`config.mk`:
```
export PLATFORM = sky130hd
export DESIGN_NAME = alu_issue_ctrl
export DESIGN_NICKNAME = d
export VERILOG_FILES = /design/src/rtl/alu_issue_ctrl.sv
export SDC_FILE = /design/constraint.sdc
export NUM_CORES = 1
export LEC_CHECK = 0
export CAP_MARGIN = 10
export CORE_MARGIN = 1
export CORE_UTILIZATION = 44
export CTS_CLUSTER_DIAMETER = 100
export CTS_CLUSTER_SIZE = 25
export DETAILED_ROUTE_END_ITERATION = 10
export PLACE_DENSITY = 0.62
export SYNTH_ARGS = -nofsm -noshare
export SYNTH_HDL_FRONTEND = slang
export SYNTH_SLANG_ARGS = --single-unit
```
`constraint.sdc`:
```
create_clock -name Clk -period 9.45 [get_ports Clk]
set_input_delay 0.945 -clock Clk [delete_from_list [all_inputs] [get_ports Clk]]
set_output_delay 0.945 -clock Clk [all_outputs]
set_load 0.02 [all_outputs]
```
`src/rtl/alu_issue_ctrl.sv`:
```
// alu_issue_ctrl: serial issue stage for the external 32-bit ALU.
// Accepts one instruction over a valid/ready handshake, reads operands from an
// 8x32 register file, drives the ALU and commits the result and flags back.
module alu_issue_ctrl (
  input  logic        Clk,
  input  logic        Rst_n,
  input  logic        InstrValid,
  output logic        InstrReady,
  input  logic [31:0] Instr,
  output logic [31:0] ALUA,
  output logic [31:0] ALUB,
  output logic [3:0]  ALUControl,
  output logic        ALUFlagIn,
  input  logic [31:0] ALUResult,
  input  logic [3:0]  ALUFlags,
  output logic [3:0]  FlagReg,
  output logic        WbValid,
  output logic [2:0]  WbAddr,
  output logic [31:0] WbData,
  output logic        IllegalOp,
  output logic        Busy,
  input  logic [2:0]  RdAddr,
  output logic [31:0] RdData
);

  typedef enum logic [1:0] {StIdle, StExec, StWb} state_e;

  state_e      state_q, state_d;
  logic        ready_q;
  logic [2:0]  rd_q;
  logic [31:0] alu_a_q, alu_b_q;
  logic [3:0]  alu_ctrl_q;
  logic        alu_fin_q;
  logic [3:0]  flag_q;
  logic        wb_valid_q, illegal_q;
  logic [2:0]  wb_addr_q;
  logic [31:0] wb_data_q;
  logic [31:0] rf_q [8];

  // Instruction field decode
  logic [3:0]  f_op;
  logic        f_use_imm;
  logic [2:0]  f_rd, f_rs1, f_rs2;
  logic [1:0]  f_fsel;
  logic [15:0] f_imm;
  logic        accept, legal, fin_sel;

  assign f_op      = Instr[31:28];
  assign f_use_imm = Instr[27];
  assign f_rd      = Instr[26:24];
  assign f_rs1     = Instr[23:21];
  assign f_rs2     = Instr[20:18];
  assign f_fsel    = Instr[17:16];
  assign f_imm     = Instr[15:0];

  assign legal  = (f_op <= 4'd9);
  assign accept = InstrValid && InstrReady;

  // Carry-in source; 2'b11 is reserved and behaves like 2'b00
  always_comb begin
    fin_sel = 1'b0;
    unique case (f_fsel)
      2'b01:   fin_sel = 1'b1;
      2'b10:   fin_sel = flag_q[2];
      default: fin_sel = 1'b0;
    endcase
  end

  // Next-state logic: illegal ops are consumed in IDLE without leaving it
  always_comb begin
    state_d = state_q;
    unique case (state_q)
      StIdle:  if (accept && legal) state_d = StExec;
      StExec:  state_d = StWb;
      StWb:    state_d = StIdle;
      default: state_d = StIdle;
    endcase
  end

  // State register; ready_q keeps InstrReady low until the first edge out of reset
  always_ff @(posedge Clk) begin
    if (!Rst_n) begin
      state_q <= StIdle;
      ready_q <= 1'b0;
    end else begin
      state_q <= state_d;
      ready_q <= 1'b1;
    end
  end

  // Operand and control registers, loaded only on a legal accept
  always_ff @(posedge Clk) begin
    if (!Rst_n) begin
      alu_a_q    <= '0;
      alu_b_q    <= '0;
      alu_ctrl_q <= '0;
      alu_fin_q  <= 1'b0;
      rd_q       <= '0;
    end else if (accept && legal) begin
      alu_a_q    <= rf_q[f_rs1];
      alu_b_q    <= f_use_imm ? {16'h0, f_imm} : rf_q[f_rs2];
      alu_ctrl_q <= f_op;
      alu_fin_q  <= fin_sel;
      rd_q       <= f_rd;
    end
  end

  // Illegal-op pulse, one cycle after the accepting edge
  always_ff @(posedge Clk) begin
    if (!Rst_n) illegal_q <= 1'b0;
    else        illegal_q <= accept && !legal;
  end

  // Writeback on the edge leaving WB; reset discards a pending write
  always_ff @(posedge Clk) begin
    if (!Rst_n) begin
      for (int i = 0; i < 8; i++) rf_q[i] <= '0;
      flag_q     <= '0;
      wb_valid_q <= 1'b0;
      wb_addr_q  <= '0;
      wb_data_q  <= '0;
    end else begin
      wb_valid_q <= 1'b0;
      if (state_q == StWb) begin
        rf_q[rd_q] <= ALUResult;
        flag_q     <= ALUFlags;
        wb_valid_q <= 1'b1;
        wb_addr_q  <= rd_q;
        wb_data_q  <= ALUResult;
      end
    end
  end

  assign InstrReady = (state_q == StIdle) && ready_q;
  assign Busy       = (state_q != StIdle);
  assign ALUA       = alu_a_q;
  assign ALUB       = alu_b_q;
  assign ALUControl = alu_ctrl_q;
  assign ALUFlagIn  = alu_fin_q;
  assign FlagReg    = flag_q;
  assign WbValid    = wb_valid_q;
  assign WbAddr     = wb_addr_q;
  assign WbData     = wb_data_q;
  assign IllegalOp  = illegal_q;
  assign RdData     = rf_q[RdAddr];

endmodule

```
### Word-level counts from Yosys, hierarchy flattened

Memory sizes are Yosys's and may differ from the RTL's. A register that Yosys moved wholly into a read port is not among the register bits.
Index checks and enable logic that the tools add are counted.

* order comparisons: 1
* multiply operators: 0
* bitwise operators: 0
* eq/ne operators: 5
* divide/modulo/power cells: 0
* add/sub/neg operators: 0
* shift operators: 0
* reductions and logical operators: 9
* multiplexer cells: 12

Operators with widths (number)
* two-way mux 32 bit: 2
* OR reduction 32 bit: 1
* two-way mux 1 bit: 6
* == test 2 x 1 -> 1 bit (second input constant): 2
* == test 2 bit (second input constant): 2
* less-or-equal comparator 4 bit (second input constant): 1
* logical AND 1 bit: 4
* case mux 2 bit (2 select lines): 1
* two-way mux 3 bit: 1
* zero test 1 bit: 2
* zero test 2 bit: 1
* two-way mux 2 bit: 1
* inequality test 2 bit (second input constant): 1
* case mux 1 bit (2 select lines): 1
* nonzero test 2 bit: 1

* output and inout bits: 144
* memories kept: 1
* memory bits (read-only): 0
* latch bits: 0
* logic and storage cells: 39
* memory bits (writable): 256
* register bits: 84

Memories
* rf_q: words 8, width 32, read ports 3, clocked after Yosys merged registers in 1, write ports 8, line 38 `logic [31:0] rf_q [8];`

### Logic depth before layout (Yosys ltp)

* depth in word-level cells: 6
* mapped depth: 6
* mapped depth without buffers: 5

### Worst setup path before layout

No wires, ideal clock.

* path kind: input port to flip-flop
* start: input port Rst_n
* end: memory rf_q[2][0], enable pin
* setup slack: 5322 ps
* buffers on the path: 1
* data required time: 8984 ps
* arrival: 3662 ps
* cell stages on the path: 3
* path through: buf_2 nand4bb_1 o21ai_0

RTL lines
* from (decl): line 6 `input logic Rst_n,`
* to (decl): line 38

### Worst setup path after layout

* start: input port RdAddr[0]
* end: output port RdData[1]

* word-level cells in the longest chain between the ends: 1

Ends and longest elaborated chain
* from (decl): line 22 `input logic [2:0] RdAddr,`
* memory read (8 x 32 bit)
* to (decl): line 23 `output logic [31:0] RdData`

No other way between the ends.

==> flow_metrics.tcl <==
set metrics [dict create \
    die_y_um 212 \
    core_sq_um 43400 \
    ir_drop_v 0.0000876 \
    finalWirelength_um 59000 \
    io_pins 218 \
    drive_gt1_share_pct 21.4 \
    worstSetupPathType "in -> out" \
    path_max_fanout 38 \
    cts_tree "yes" \
    layout_setup_ws_ps 4800 \
    async_flop_share_pct 0 \
    synth_area_leader_cell "edfxtp_1" \
    finalSetupTns_ps 0 \
    r2r_end "rf_q[1][24]$_SDFFCE_PN0P_" \
    cellLeakagePower_uw 0.00778 \
    grt_pass1_vias 13100 \
    start_util_pct 44.9 \
    seq_power_share_pct 56.3 \
    worst-endpoint-required_ps 8510 \
    yosys_most_used_dff "edfxtp_1" \
    cts_hold_buf 0 \
    outcome "complete, no violations" \
    synthesis.nets 1458 \
    drc 0 \
    synthTopCellsByArea "edfxtp_1 39%, mux4_2 22%, dfxtp_1 12%, and2_1 8.2%, mux2i_1 3.3%" \
    cp-endpoint "RdData[1]" \
    cp-end-kind "output pin" \
    timing.fmax_ghz 0.215 \
    place_hpwl_um 34700 \
    fill_cells 3729 \
    postCtsSetupBuffers 0 \
    ctsHtreeMaxLevel 1 \
    startpoint "RdAddr[0]" \
    post_cts_resized 0 \
    post_drt_wl_per_cell_um 27.8 \
    antenna_cells 0 \
    fin_crit_sh_pct 49.2 \
    tightest_slew_ps 1160 \
    combPwrFrac_pct 15.7 \
    io_buffers 217 \
    synth_top_area_share_pct 39.5 \
    area_growth_syn_to_layout_pct 16.2 \
    crit_arrival_ps 3700 \
    rsz0062_at_grt "no" \
    overflow 0 \
    cts.sinks 372 \
    p_sw_uw 844 \
    synth.distinct_cells 41 \
    viasPerCell 6.11 \
    synth_area_sq_um 19500 \
    p_per_area_nw_per_um2 144 \
    clockBufferDepth 3 \
    place_congestion 0.775 \
    setup_viol 0 \
    clock_latency_ps 540 \
    die_area_sq_um 45100 \
    rr_startpoint "state_q[1]$_SDFFE_PN0P_" \
    synth-edff-count 256 \
    clk_pin_slew_ps 100 \
    grt_pass1_wl_um 86900 \
    hold_path_class "reg -> reg" \
    holdWs_ps 459 \
    p_sw_share_pct 25.9 \
    syn-instance-count 1382 \
    maxSlewHeadroom_pct 22.4 \
    ant_nets 0 \
    grt_max_degree 65 \
    first_pass_iters 5 \
    slew_viol_final 0 \
    chipWidth_um 212 \
    intPower_uw 2410 \
    vias 13000 \
    antenna_found_initial 2 \
    ys_ff_latch 372 \
    r2r_slack_ps 6480 \
    skew_ps 13.0 \
    r2r_cells 5 \
    nNetsFinal 1599 \
    finalCriticalPeriod_ps 4650 \
    pre_cts_ws_ps 4740 \
    numCtsBuffers 18 \
    cap_violations 0 \
    finalHoldViolCount 0 \
    pwr-share-clk_pct 28.0 \
    cts_root_buffer "clkbuf_16" \
    yosys_warnings 0 \
    postLayoutCoreUtil_pct 52.1 \
    cp-start-kind "primary input" \
    hold_path_depth 2 \
    fp-row-count 76 \
    drt_iter0_drc 1276 \
    grt_usage_pct 26.4 \
    avgSynthCellArea_sq_um 14.1 \
    yosysSeqAreaShare_pct 51.4 \
]
-- cell type report --
type | count | area [sq um] | share of cell area, %
inverters | 4 | 16.3 | 0.0720
clock inverters | 1 | 5.00 | 0.0221
well taps | 585 | 732 | 3.24
clock buffers | 30 | 517 | 2.29
flip-flops and latches | 372 | 10000 | 44.3
multi-input cells | 881 | 8970 | 39.7
repair buffers | 246 | 2350 | 10.4
-- cells in the mapped netlist (2+ instances only) --
library cell / instances
o221ai_2: 14
a21oi_1: 78
o221ai_1: 2
inv_1: 3
o21ai_0: 14
mux2_2: 32
buf_1: 6
dfxtp_1: 116
and3_1: 16
clkbuf_1: 76
a211oi_1: 32
buf_2: 30
nand2b_1: 5
nand3b_1: 2
nor3_1: 4
o22ai_2: 6
nand3_1: 20
ha_1: 2
mux2i_1: 64
mux4_2: 192
o22ai_1: 10
edfxtp_1: 256
and2_1: 256
buf_4: 9
buf_6: 2
nand2_1: 111
nor2_1: 10
-- worst max-delay path, stage by stage --
cell and delay, ps:
buf_4 470, buf_4 780, mux4_2 600, mux2_2 280, clkdlybuf4s50_1 580
-- cells by family after synthesis --
family	count (synthesis)	synth area share (%)
flip-flops	372	51.4
multiplexers	288	27.4
AO/OA/AOI/OAI	159	5.60
buffers and inverters	129	3.07
adder cells (fa/ha/maj)	2	0.129
AND/OR/NAND/NOR	432	12.4
-- sequential cells by signal (all words and copies together), names as in the netlist --
register    cells
ALUB           32
state_q         2
FlagReg         4
ready_q         1
ALUControl      4
IllegalOp       1
WbAddr          3
ALUA           32
WbValid         1
WbData         32
rf_q          256
ALUFlagIn       1
rd_q            3
-- worst min-delay path by stage --
| stage | endpoint | startpoint |
|---|---|---|
| floorplan | state_q[1]$_SDFFE_PN0P_ | state_q[0]$_SDFFE_PN0P_ |
| global placement | WbData[12]$_SDFFE_PN0N_ | WbData[12]$_SDFFE_PN0N_ |
| detailed placement | WbData[12]$_SDFFE_PN0N_ | WbData[12]$_SDFFE_PN0N_ |
| CTS | WbData[12]$_SDFFE_PN0N_ | WbData[12]$_SDFFE_PN0N_ |
| global route | WbData[5]$_SDFFE_PN0N_ | WbData[5]$_SDFFE_PN0N_ |
| finish | WbData[13]$_SDFFE_PN0N_ | WbData[13]$_SDFFE_PN0N_ |
-- power groups by stage --
stage / Clock [uW] / Combinational (uW) / Sequential (uW)
after floorplan: 0 / 291 / 1880
after global placement: 0 / 510 / 1870
after detailed placement: 0 / 512 / 1870
after CTS: 929 / 514 / 1830
after global routing: 980 / 538 / 1840
final: 912 / 510 / 1840
-- cells in the final DEF (no fill, tap or decap), drive strengths merged, types with 3 or more instances in the layout --
master,Yosys,layout
dfxtp,116,116
clkbuf,76,30
nor3,4,4
edfxtp,256,256
buf,49,39
inv,4,3
nand3,20,20
and2,256,256
and3,16,16
mux2i,64,64
o21ai,15,15
o22ai,16,16
nand2b,5,5
nand2,111,111
a211oi,32,32
clkdlybuf4s50,0,207
o221ai,16,16
mux4,192,192
nor2,10,10
a21oi,78,78
mux2,32,32
-- stage by stage --
step | instances | cell area [sq um] | power, uW
4_1_cts | 2119 | 22600 | 3280
5_1_grt | 2119 | 22600 | 3360
3_5_place_dp | 2088 | 22100 | 2380
2_1_floorplan | 1382 | 19500 | 2170
3_3_place_gp | 2088 | 22100 | 2380
6_report | 2119 | 22600 | 3260
-- metal layers --
metal  GRT usage, %  wire length, um
met5              0               12
met4           6.05              974
met3           3.50             4490
met2           44.1            28800
met1           36.7            24700
Note: power is estimated with default switching activity, not from simulation.
